[src/rtl/exhaustive_sweep_capture.sv]
// Exhaustive stimulus engine: walks every N_IN-bit pattern (binary or Gray order),
// samples the DUT response after a settle delay, folds it into a MISR and streams records.
module exhaustive_sweep_capture #(
  parameter int               N_IN   = 6,
  parameter int               N_OUT  = 1,
  parameter int               SETTLE = 1,
  parameter int               GRAY   = 0,
  parameter int               SIG_W  = 16,
  parameter logic [SIG_W-1:0] POLY   = 16'h8016,
  parameter logic [SIG_W-1:0] SEED   = '0
) (
  input  logic              CK,
  input  logic              reset,
  input  logic              start,
  input  logic              abort,
  output logic [N_IN-1:0]   pat_out,
  input  logic [N_OUT-1:0]  resp_in,
  output logic              rec_valid,
  input  logic              rec_ready,
  output logic [N_IN-1:0]   rec_pattern,
  output logic [N_OUT-1:0]  rec_resp,
  output logic              busy,
  output logic              done,
  output logic [SIG_W-1:0]  signature,
  output logic [N_IN:0]     ones_cnt
);

  localparam int CNT_W = (SETTLE > 1) ? $clog2(SETTLE) : 1;
  localparam logic [CNT_W-1:0] CNT_LOAD = CNT_W'(SETTLE - 1);
  localparam logic [CNT_W-1:0] CNT_ONE  = CNT_W'(1);
  localparam logic [N_IN-1:0]  IDX_ONE  = N_IN'(1);
  localparam logic [N_IN:0]    ONES_ONE = (N_IN + 1)'(1);

  typedef enum logic [1:0] {S_IDLE, S_SETTLE, S_RECORD, S_DONE} state_t;

  state_t             state_reg, state_next;
  logic [N_IN-1:0]    idx_reg, idx_inc, pat_inc, pat_reg;
  logic [CNT_W-1:0]   cnt_reg;
  logic [SIG_W-1:0]   sig_reg, sig_next, resp_ext;
  logic [N_IN:0]      ones_reg;
  logic [N_IN-1:0]    rec_pattern_reg;
  logic [N_OUT-1:0]   rec_resp_reg;
  logic               busy_reg, busy_next;
  logic               done_reg, done_next;
  logic               valid_reg, valid_next;
  logic               start_go, advance, last_idx;

  assign start_go = (state_reg == S_IDLE) && start && !abort;
  assign advance  = (state_reg == S_RECORD) && rec_ready && !abort;
  assign last_idx = (idx_reg == '1);
  assign idx_inc  = idx_reg + IDX_ONE;

  // Pattern for the next index, Gray-coded bit by bit when GRAY is set
  genvar gi;
  generate
    for (gi = 0; gi < N_IN; gi++) begin : g_pat_bit
      if (GRAY != 0 && gi < N_IN - 1) begin : g_gray
        assign pat_inc[gi] = idx_inc[gi] ^ idx_inc[gi+1];
      end else begin : g_bin
        assign pat_inc[gi] = idx_inc[gi];
      end
    end
  endgenerate

  always_comb begin
    resp_ext = '0;
    resp_ext[N_OUT-1:0] = resp_in;
    sig_next = {sig_reg[SIG_W-2:0], ^(sig_reg & POLY)} ^ resp_ext;
  end

  // State register; status outputs are registered alongside it
  always_ff @(posedge CK or negedge reset) begin
    if (!reset) begin
      state_reg <= S_IDLE;
      busy_reg  <= 1'b0;
      done_reg  <= 1'b0;
      valid_reg <= 1'b0;
    end else begin
      state_reg <= state_next;
      busy_reg  <= busy_next;
      done_reg  <= done_next;
      valid_reg <= valid_next;
    end
  end

  always_comb begin
    state_next = state_reg;
    if (abort) begin
      state_next = S_IDLE;
    end else begin
      case (state_reg)
        S_IDLE:   if (start) state_next = S_SETTLE;
        S_SETTLE: if (cnt_reg == '0) state_next = S_RECORD;
        S_RECORD: if (rec_ready) state_next = last_idx ? S_DONE : S_SETTLE;
        S_DONE:   state_next = S_IDLE;
        default:  state_next = S_IDLE;
      endcase
    end
  end

  always_comb begin
    busy_next  = (state_next == S_SETTLE) || (state_next == S_RECORD);
    done_next  = (state_next == S_DONE);
    valid_next = (state_next == S_RECORD);
  end

  // Datapath: abort freezes everything in place for the cycle it is seen
  always_ff @(posedge CK or negedge reset) begin
    if (!reset) begin
      idx_reg         <= '0;
      pat_reg         <= '0;
      cnt_reg         <= '0;
      sig_reg         <= SEED;
      ones_reg        <= '0;
      rec_pattern_reg <= '0;
      rec_resp_reg    <= '0;
    end else if (!abort) begin
      if (start_go) begin
        idx_reg  <= '0;
        pat_reg  <= '0;
        cnt_reg  <= CNT_LOAD;
        sig_reg  <= SEED;
        ones_reg <= '0;
      end else if (state_reg == S_SETTLE) begin
        if (cnt_reg == '0) begin
          rec_resp_reg    <= resp_in;
          rec_pattern_reg <= pat_reg;
          sig_reg         <= sig_next;
          if (|resp_in) ones_reg <= ones_reg + ONES_ONE;
        end else begin
          cnt_reg <= cnt_reg - CNT_ONE;
        end
      end else if (advance && !last_idx) begin
        idx_reg <= idx_inc;
        pat_reg <= pat_inc;
        cnt_reg <= CNT_LOAD;
      end
    end
  end

  assign pat_out     = pat_reg;
  assign rec_valid   = valid_reg;
  assign rec_pattern = rec_pattern_reg;
  assign rec_resp    = rec_resp_reg;
  assign busy        = busy_reg;
  assign done        = done_reg;
  assign signature   = sig_reg;
  assign ones_cnt    = ones_reg;

endmodule

[config.mk]
export PLATFORM = sky130hd
export DESIGN_NAME = exhaustive_sweep_capture
export DESIGN_NICKNAME = d
export VERILOG_FILES = /design/src/rtl/exhaustive_sweep_capture.sv
export SDC_FILE = /design/constraint.sdc
export NUM_CORES = 1
export LEC_CHECK = 0
export ABC_AREA = 1
export CORE_UTILIZATION = 29
export CTS_CLUSTER_DIAMETER = 30
export CTS_CLUSTER_SIZE = 8
export DETAILED_ROUTE_END_ITERATION = 10
export PLACE_DENSITY = 0.57
export SYNTH_ARGS = -nofsm -noshare
export SYNTH_HDL_FRONTEND = slang
export SYNTH_SLANG_ARGS = --single-unit
[constraint.sdc]
create_clock -name CK -period 3.5 [get_ports CK]
set_input_delay 0.525 -clock CK [delete_from_list [all_inputs] [get_ports CK]]
set_output_delay 0.525 -clock CK [all_outputs]
set_load 0.02 [all_outputs]
==> results.py, run 1 <==
metrics = {
    "outcome": {
        "outcome": "complete, no violations",
    },
    "setup_path": {
        "slowest_delay_ns": 0.66,
        "worst-path-max-fanout": 9,
        "critical_path_cell_sequence": "clkdlybuf4s50_1",
        "cell_class_contributing_the_biggest_share_of_worst_path_delay": "buffers and inverters",
        "critical_path_class": "reg2out",
        "arrival_ns": 1.44,
        "worst_ep_required_time_ns": 2.97,
        "worst-path-buf-inv": 1,
        "critical_path.startpoint_type": "flop",
        "critical_path.endpoint_type": "output port",
        "timing.critical_path.slowest_stage_cell": "sky130_fd_sc_hd__clkdlybuf4s50_1",
    },
    "sta": {
        "timing.max_slew.rel_slack": 0.398,
        "achievable-frequency_mhz": 508,
        "maxSlewViolCount": 0,
        "grt_setup_unrepaired": "false",
        "report.final.setup_viol": 0,
        "final_number_of_hold_violating_endpoints": 0,
        "timing_worst_slew_pin_value_ns": 0.902,
        "setup_tns_ns": 0,
        "clock-skew-final_ns": 0.00538,
        "timing.final.crit_period_ns": 1.97,
        "layout_worst_path_cycle_share": 0.562,
    },
    "grt": {
        "grt_max_degree": 42,
        "gr-total-overflow": 0,
        "track_usage": 0.128,
        "grt_first_pass_wirelength_mm": 7.16,
        "grt_pass1_vias": 1486,
        "grt_antenna_before_repair": 0,
    },
    "yosys": {
        "postSynthCellCount": 215,
        "synthDominantCellAreaShare": 0.541,
        "yosys.cell_count.top_type": "sky130_fd_sc_hd__nand2_1",
        "syn_nets": 225,
        "synth-seq-area-share": 0.541,
        "yosys-top-cells-count": "sky130_fd_sc_hd__nand2_1 (58), sky130_fd_sc_hd__dfrtp_1 (41), sky130_fd_sc_hd__inv_1 (32), sky130_fd_sc_hd__o22ai_1 (14), sky130_fd_sc_hd__nand3_1 (13)",
        "synth.avg_cell_area_um2": 8.82,
        "leading_cell_types_by_total_area_after_synthesis": "sky130_fd_sc_hd__dfrtp_1 (54%), sky130_fd_sc_hd__nand2_1 (11%), sky130_fd_sc_hd__inv_1 (6.3%)",
        "ys.flop_type": "sky130_fd_sc_hd__dfrtp_1",
        "synthesis.yosys.warnings": 0,
        "post_synth_edffs": 0,
        "synth_area_leader_cell": "sky130_fd_sc_hd__dfrtp_1",
        "synthDistinctLibCells": 23,
        "post_syn_area_um2": 1900,
        "async_reset_ff_frac": 1.00,
        "synth_seq_cells": 41,
    },
    "cts": {
        "clock_tree_from_tritoncts": "yes",
        "cts-root-to-sink-buffers": 2,
        "path_clk_slew_ns": 0.08,
        "cts_setup_buffers": 0,
        "cts.root.buffer_cell": "sky130_fd_sc_hd__clkbuf_8",
        "ctsHtreeMaxLevel": 2,
        "worst_skew_pair.late_latency_ns": 0.29,
        "cts_resized": 0,
        "cts_sinks": 41,
        "cts_hold_buf": 0,
        "cts_inserted_buffers": 5,
    },
    "floorplanning": {
        "core_area_um2": 6310,
        "floorplan.die.height_um": 82.9,
        "total_i_o_pin_count": 45,
        "number_of_standard_cell_rows_in_the_floorplan": 29,
        "floorplan.initialDensity": 0.300,
        "die_area_um2": 6860,
        "floorplan.die.width_um": 82.9,
    },
    "place": {
        "place.gp.congestion": 0.766,
        "port_buffers": 44,
        "dpl.hpwl_mm": 3.01,
        "detailed_place.area_um2": 2400,
    },
    "drt": {
        "vias": 1547,
        "viasPerCell": 4.56,
        "firstDrtPassIters": 4,
        "remaining_drc_errors": 0,
        "avg_wl_per_cell_um": 12.4,
        "dr.first_iter.drc_count": 51,
        "drt.antenna.violating_nets": 0,
        "wirelength_mm": 4.21,
    },
    "power_and_ir_drop": {
        "vdd_drop_max_mv": 0.244,
        "power.density_cell_area_nw_per_um2": 476,
        "total_leakage_power_nw": 1.16,
    },
    "finish": {
        "finalCoreUtilization": 0.399,
        "flip_flop_count_of_the_largest_register_after_layout": 16,
        "finish.net_count": 271,
        "area_growth_pct": 32.9,
        "layout-drive-gt1-share": 0.0954,
        "fin_area_um2": 2520,
        "antenna-diode-count": 0,
    },
    "hold_path": {
        "hp-class": "in2async",
    },
    "run": {
        "cap_viol_max_count": 0,
    },
}
==> cells by family after synthesis <==
| group | Yosys count | synth area share |
|---|---|---|
| xor gates and xnor gates | 1 | 0.00462 |
| AOI/OAI and AO/OA | 28 | 0.0832 |
| buffers and inverters | 40 | 0.0871 |
| DFF | 41 | 0.541 |
| adders and majority gates | 4 | 0.0264 |
| and+or+nand+nor | 101 | 0.257 |
==> power breakdown <==
part / switching [mW] / internal, mW / total, mW
logic: 0.135 / 0.103 / 0.238
clock network: 0.169 / 0.232 / 0.401
registers: 0.0488 / 0.511 / 0.560
total: 0.353 / 0.846 / 1.20
==> cell type report <==
class	instances	area (um^2)
multi-input cells	134	704
flip-flops and latches	41	1030
inverters	34	130
well taps	77	96.3
fillers	676	3790
clock buffers	6	82.6
clock inverters	2	37.5
repair buffers	45	443
==> final timing paths <==
check / startpoint / end / slack [ns] / cells after the start
max: pat_out[2] / pat_out[2] / 1.53 / 1
max in group asynchronous: reset / ones_cnt[0] / 2.58 / 1
min reg2reg: rec_pattern[5] / rec_pattern[5] / 0.49 / 2
min: reset / signature[9] / 0.35 / 1
min in group CK: rec_pattern[5] / rec_pattern[5] / 0.49 / 2
max reg2reg: pat_out[0] / busy / 1.71 / 7
==> through the flow <==
step           total power, mW  hold slack (ns)  worst slack, ns  instances
6_report                  1.20            0.351             1.53        339
4_1_cts                   1.21            0.397             1.51        339
2_1_floorplan            0.695            0.229             1.81        215
3_3_place_gp             0.810            0.468             1.28        331
3_5_place_dp             0.812            0.468             1.31        331
5_1_grt                   1.26            0.434             1.47        339
==> per-layer routing <==
layer  track usage  vias to the layer above  share of wire
li1              -                      787              -
met1         0.183                      733           0.49
met4        0.0470                        0          0.014
met2         0.192                       22           0.47
met5             0                        -              0
met3        0.0258                        5          0.029
==> cells in the final DEF, fill, tap and decap left out <==
cell type	synthesis	final
sky130_fd_sc_hd__nand2_1	58	58
sky130_fd_sc_hd__clkdlybuf4s50_1	0	43
sky130_fd_sc_hd__dfrtp_1	41	41
sky130_fd_sc_hd__inv_1	32	32
sky130_fd_sc_hd__o22ai_1	14	14
sky130_fd_sc_hd__nand3_1	13	13
sky130_fd_sc_hd__nand4_1	9	9
sky130_fd_sc_hd__nor2_1	8	8
sky130_fd_sc_hd__o21ai_0	8	8
sky130_fd_sc_hd__clkbuf_8	0	6
sky130_fd_sc_hd__o21ai_1	5	5
sky130_fd_sc_hd__nor2_2	4	4
sky130_fd_sc_hd__ha_1	4	4
sky130_fd_sc_hd__nor2_4	3	3
sky130_fd_sc_hd__nand2_2	2	2
sky130_fd_sc_hd__nand3_2	1	1
sky130_fd_sc_hd__inv_4	1	1
sky130_fd_sc_hd__nand3b_2	1	1
sky130_fd_sc_hd__or2_2	1	1
sky130_fd_sc_hd__nor2_8	1	1
sky130_fd_sc_hd__inv_2	1	1
sky130_fd_sc_hd__xor2_1	1	1
sky130_fd_sc_hd__a21oi_1	1	1
sky130_fd_sc_hd__clkinvlp_4	0	1
sky130_fd_sc_hd__bufinv_16	0	1
sky130_fd_sc_hd__buf_2	4	1
sky130_fd_sc_hd__buf_4	2	1
Note: power is estimated with default switching activity, not from simulation.
==> run 2: changes to the inputs <==
==> constraint.sdc (replaced) <==
create_clock -name CK -period 1.9 [get_ports CK]
set_input_delay 0.285 -clock CK [delete_from_list [all_inputs] [get_ports CK]]
set_output_delay 0.285 -clock CK [all_outputs]
set_load 0.02 [all_outputs]
==> results.py, run 2 (synthesis gave the netlist of run 1 again) <==
metrics = {
    "cts": {
        "cts_resized": 0,
        "ctsHtreeMaxLevel": 2,
        "cts_setup_buffers": 0,
        "cts_inserted_buffers": 5,
        "path_clk_slew_ns": 0.08,
        "cts_sinks": 41,
        "clock_tree_from_tritoncts": "yes",
        "cts.root.buffer_cell": "sky130_fd_sc_hd__clkbuf_8",
        "cts-root-to-sink-buffers": 2,
        "worst_skew_pair.late_latency_ns": 0.29,
    },
    "grt": {
        "track_usage": 0.131,
        "grt_max_degree": 24,
        "grt_pass1_vias": 1451,
        "grt_antenna_before_repair": 0,
        "grt_first_pass_wirelength_mm": 7.17,
        "gr-total-overflow": 0,
    },
    "drt": {
        "wirelength_mm": 4.16,
        "viasPerCell": 4.54,
        "firstDrtPassIters": 4,
        "avg_wl_per_cell_um": 12.0,
        "vias": 1572,
        "remaining_drc_errors": 0,
        "drt.antenna.violating_nets": 0,
        "dr.first_iter.drc_count": 82,
    },
    "sta": {
        "timing.max_slew.rel_slack": 0.694,
        "setup_tns_ns": 0,
        "clock-skew-final_ns": 0.00474,
        "timing_worst_slew_pin_value_ns": 0.459,
        "final_number_of_hold_violating_endpoints": 0,
        "layout_worst_path_cycle_share": 0.919,
        "timing.final.crit_period_ns": 1.75,
        "hold_slack_ns": 0.469,
        "maxSlewViolCount": 0,
        "report.final.setup_viol": 0,
        "achievable-frequency_mhz": 573,
        "grt_setup_unrepaired": "false",
    },
    "setup_path": {
        "timing.critical_path.slowest_stage_cell": "sky130_fd_sc_hd__clkdlybuf4s50_1",
        "worstSetupPathDepth": 1,
        "worst_ep_required_time_ns": 1.62,
        "critical_path_cell_sequence": "clkdlybuf4s50_1",
        "worst-path-max-fanout": 9,
        "critical_path.endpoint_type": "output port",
        "worst-path-buf-inv": 1,
        "worst_r2r_path_depth": 7,
        "cell_class_contributing_the_biggest_share_of_worst_path_delay": "buffers and inverters",
        "arrival_ns": 1.46,
        "critical_path_class": "reg2out",
        "critical_path.startpoint_type": "flop",
        "timing.rr.end": "busy",
        "slowest_delay_ns": 0.66,
        "setup.reg_to_reg.worst_slack_ns": 0.20,
        "critical_r2r_launch": "pat_out[1]",
    },
    "power_and_ir_drop": {
        "p_sw_frac": 0.315,
        "power.share.combinational": 0.234,
        "seq_pwr_share": 0.492,
        "power.density_cell_area_nw_per_um2": 806,
        "total_leakage_power_nw": 1.19,
        "internal_power_mw": 1.41,
        "switchingPower_uw": 648,
        "vdd_drop_max_mv": 0.444,
        "power_frac_clock": 0.273,
    },
    "finish": {
        "flip_flop_count_of_the_largest_register_after_layout": 16,
        "finish.net_count": 278,
        "fill_cells": 668,
        "area_growth_pct": 34.7,
        "antenna-diode-count": 0,
        "most_common_library_cell_in_the_layout_ignoring_fill_and_taps": "sky130_fd_sc_hd__nand2_1",
        "layout-drive-gt1-share": 0.115,
        "final_cell_mix": "sky130_fd_sc_hd__nand2_1 (58), sky130_fd_sc_hd__clkdlybuf4s50_1 (43), sky130_fd_sc_hd__dfrtp_1 (41), sky130_fd_sc_hd__inv_1 (32), sky130_fd_sc_hd__o22ai_1 (14)",
    },
    "floorplanning": {
        "floorplan.initialDensity": 0.300,
        "number_of_standard_cell_rows_in_the_floorplan": 29,
        "floorplan.die.height_um": 82.9,
        "core_area_um2": 6310,
        "die_area_um2": 6860,
        "floorplan.die.width_um": 82.9,
        "total_i_o_pin_count": 45,
    },
    "run": {
        "cap_viol_max_count": 0,
    },
    "place": {
        "dpl.hpwl_mm": 3.15,
        "port_buffers": 44,
        "place.gp.congestion": 0.776,
    },
    "hold_path": {
        "hp-class": "in2async",
    },
    "outcome": {
        "outcome": "complete, no violations",
    },
}
## run 2: cell count changes in the layout (fill, tap and decap cells not counted)
| cell | previous run | this run |
|---|---|---|
| sky130_fd_sc_hd__clkinv_2 | 0 | 2 |
| sky130_fd_sc_hd__clkbuf_8 | 6 | 5 |
| sky130_fd_sc_hd__dlygate4sd3_1 | 0 | 1 |
| sky130_fd_sc_hd__bufinv_16 | 1 | 0 |
| sky130_fd_sc_hd__buf_4 | 1 | 6 |
| sky130_fd_sc_hd__buf_12 | 0 | 1 |
## run 2: worst max path at each step
stage	start	to	slack, ns
6_report	pat_out[2]	pat_out[2]	0.15
4_1_cts	pat_out[2]	pat_out[2]	0.13
3_5_place_dp	abort	busy	0.14
3_3_place_gp	abort	busy	0.18
5_1_grt	pat_out[0]	busy	0.03
2_1_floorplan	pat_out[0]	busy	0.21
## run 2: cell type report
type	instances	area [um^2]	area share
clock inverters	3	17.5	0.00686
inverters	34	130	0.0510
clock buffers	5	68.8	0.0269
repair buffers	52	510	0.200
multi-input cells	134	704	0.276
well taps	77	96.3	0.0377
flip-flops and latches	41	1030	0.402
## run 2: repair_timing
item	CTS	global route
hold buffers	1	0
endpoints found under the setup margin	0	0
endpoints found under the hold margin	18	0
## run 2: power by group through the flow
stage | Clock (mW) | Sequential, mW | Combinational, mW
detailed placement | 0 | 1.03 | 0.486
global placement | 0 | 1.03 | 0.485
global route | 0.608 | 1.03 | 0.531
floorplan | 0 | 1.11 | 0.171
finish | 0.563 | 1.01 | 0.483
CTS | 0.582 | 1.02 | 0.490
## run 2: routing by layer
layer  wire length (um)  vias up  GRT usage  share of wire
li1                   -      797          -              -
met4                 60        0     0.0564          0.014
met2               1990       30      0.201           0.48
met1               1960      741      0.178           0.47
met3                156        4     0.0308          0.037
met5                  0        -          0              0
## run 2: stage by stage
stage                     power (mW)   util  setup WS (ns)  instances  instance area [um^2]
after global placement          1.52  0.389          0.177        337                  2460
after global routing            2.17  0.404         0.0282        346                  2550
after detailed placement        1.52  0.389          0.136        337                  2460
after floorplan                 1.28      -          0.206        215                  1900
final                           2.06  0.404          0.154        346                  2550
after CTS                       2.09  0.404          0.126        346                  2550
==> run 3: changes to the inputs <==
--- a/config.mk
+++ b/config.mk
@@ -6,6 +6,7 @@
 export NUM_CORES = 1
 export LEC_CHECK = 0
 export ABC_AREA = 1
+export CORE_MARGIN = 4
 export CORE_UTILIZATION = 29
 export CTS_CLUSTER_DIAMETER = 30
 export CTS_CLUSTER_SIZE = 8
==> results.py, run 3 (synthesis gave the netlist of run 1 again) <==
metrics = {
    "outcome": {
        "outcome": "complete, no violations",
    },
    "cts": {
        "cts_setup_buffers": 0,
        "clock_tree_from_tritoncts": "yes",
        "worst_skew_pair.late_latency_ns": 0.30,
        "cts_inserted_buffers": 5,
        "cts_sinks": 41,
        "path_clk_slew_ns": 0.09,
        "cts_hold_buf": 0,
        "cts-root-to-sink-buffers": 2,
        "cts_resized": 0,
        "ctsHtreeMaxLevel": 2,
        "cts.root.buffer_cell": "sky130_fd_sc_hd__clkbuf_8",
    },
    "sta": {
        "timing.max_slew.rel_slack": 0.511,
        "layout_worst_path_cycle_share": 0.906,
        "hold_slack_ns": 0.0422,
        "clock-skew-final_ns": 0.0159,
        "report.final.setup_viol": 0,
        "timing_worst_slew_pin_value_ns": 0.733,
        "timing.final.crit_period_ns": 1.72,
        "grt_setup_unrepaired": "false",
        "worst_slack_ns": 0.178,
        "maxSlewViolCount": 0,
        "achievable-frequency_mhz": 581,
        "final_number_of_hold_violating_endpoints": 0,
        "setup_tns_ns": 0,
    },
    "grt": {
        "grt_first_pass_wirelength_mm": 7.66,
        "grt_antenna_before_repair": 0,
        "track_usage": 0.125,
        "gr-total-overflow": 0,
        "grt_pass1_vias": 1594,
        "grt_max_degree": 33,
    },
    "finish": {
        "final_cell_mix": "sky130_fd_sc_hd__nand2_1 (58), sky130_fd_sc_hd__clkdlybuf4s50_1 (43), sky130_fd_sc_hd__dfrtp_1 (41), sky130_fd_sc_hd__inv_1 (32), sky130_fd_sc_hd__o22ai_1 (14)",
        "most_common_library_cell_in_the_layout_ignoring_fill_and_taps": "sky130_fd_sc_hd__nand2_1",
        "finish.net_count": 279,
        "area_growth_pct": 36.8,
        "antenna-diode-count": 0,
        "finalCoreUtilization": 0.408,
        "layout.cells.non_filler": 347,
        "fin_area_um2": 2590,
        "fill_cells": 651,
        "layout-drive-gt1-share": 0.122,
        "flip_flop_count_of_the_largest_register_after_layout": 16,
    },
    "setup_path": {
        "critical_r2r_launch": "pat_out[0]",
        "slowest_delay_ns": 0.66,
        "arrival_ns": 1.44,
        "worst-path-buf-inv": 1,
        "critical_path_cell_sequence": "clkdlybuf4s50_1",
        "setup.reg_to_reg.worst_slack_ns": 0.36,
        "worst_ep_required_time_ns": 1.62,
        "critical_path.startpoint_type": "flop",
        "timing.critical_path.slowest_stage_cell": "sky130_fd_sc_hd__clkdlybuf4s50_1",
        "cell_class_contributing_the_biggest_share_of_worst_path_delay": "buffers and inverters",
        "critical_path_class": "reg2out",
        "worst_r2r_path_depth": 7,
        "worstSetupPathDepth": 1,
        "critical_path.endpoint_type": "output port",
        "timing.rr.end": "busy",
        "worst-path-max-fanout": 9,
    },
    "drt": {
        "viasPerCell": 4.52,
        "firstDrtPassIters": 4,
        "dr.first_iter.drc_count": 77,
        "remaining_drc_errors": 0,
        "vias": 1567,
        "avg_wl_per_cell_um": 12.6,
        "drt.antenna.violating_nets": 0,
        "wirelength_mm": 4.39,
    },
    "floorplanning": {
        "floorplan.initialDensity": 0.299,
        "floorplan.die.height_um": 88.9,
        "core_area_um2": 6350,
        "number_of_standard_cell_rows_in_the_floorplan": 29,
        "floorplan.die.width_um": 88.9,
        "total_i_o_pin_count": 45,
        "die_area_um2": 7890,
    },
    "power_and_ir_drop": {
        "power.density_cell_area_nw_per_um2": 901,
        "total_leakage_power_nw": 1.21,
        "p_total_mw": 2.34,
        "vdd_drop_max_mv": 0.506,
    },
    "place": {
        "dpl.hpwl_mm": 3.21,
        "numPlacedInstances": 339,
        "detailed_place.area_um2": 2460,
        "dp_worst_slack_ns": 0.167,
        "place.gp.congestion": 0.770,
        "port_buffers": 44,
    },
    "hold_path": {
        "hp-class": "in2async",
    },
    "run": {
        "cap_viol_max_count": 0,
    },
}
[run 3: power breakdown]
group          switching [mW]  internal, mW  total, mW
logic                   0.272         0.212      0.484
registers              0.0731         0.943       1.02
clock network           0.315         0.522      0.838
[run 3: worst max path at each step]
stage / from / endpoint / slack, ns
2_1_floorplan: pat_out[0] / busy / 0.21
3_3_place_gp: abort / busy / 0.22
3_5_place_dp: abort / busy / 0.17
4_1_cts: pat_out[2] / pat_out[2] / 0.15
5_1_grt: pat_out[2] / pat_out[2] / 0.10
6_report: pat_out[2] / pat_out[2] / 0.18
[run 3: layout make-up]
cell class	count	area, um^2	share of cell area
sequential	41	1030	0.396
multi-input combinational	134	704	0.272
timing repair buffer	53	503	0.194
inverter	34	130	0.0502
tap	77	96.3	0.0371
clock buffer	5	68.8	0.0265
clock inverter	3	65.1	0.0251
[run 3: routing by layer]
metal	vias to the layer above	track usage	part of all wire
li1	798	-	-
met1	723	0.176	0.48
met2	42	0.188	0.45
met3	4	0.0382	0.065
met4	0	0.0330	0.0098
met5	-	0	0
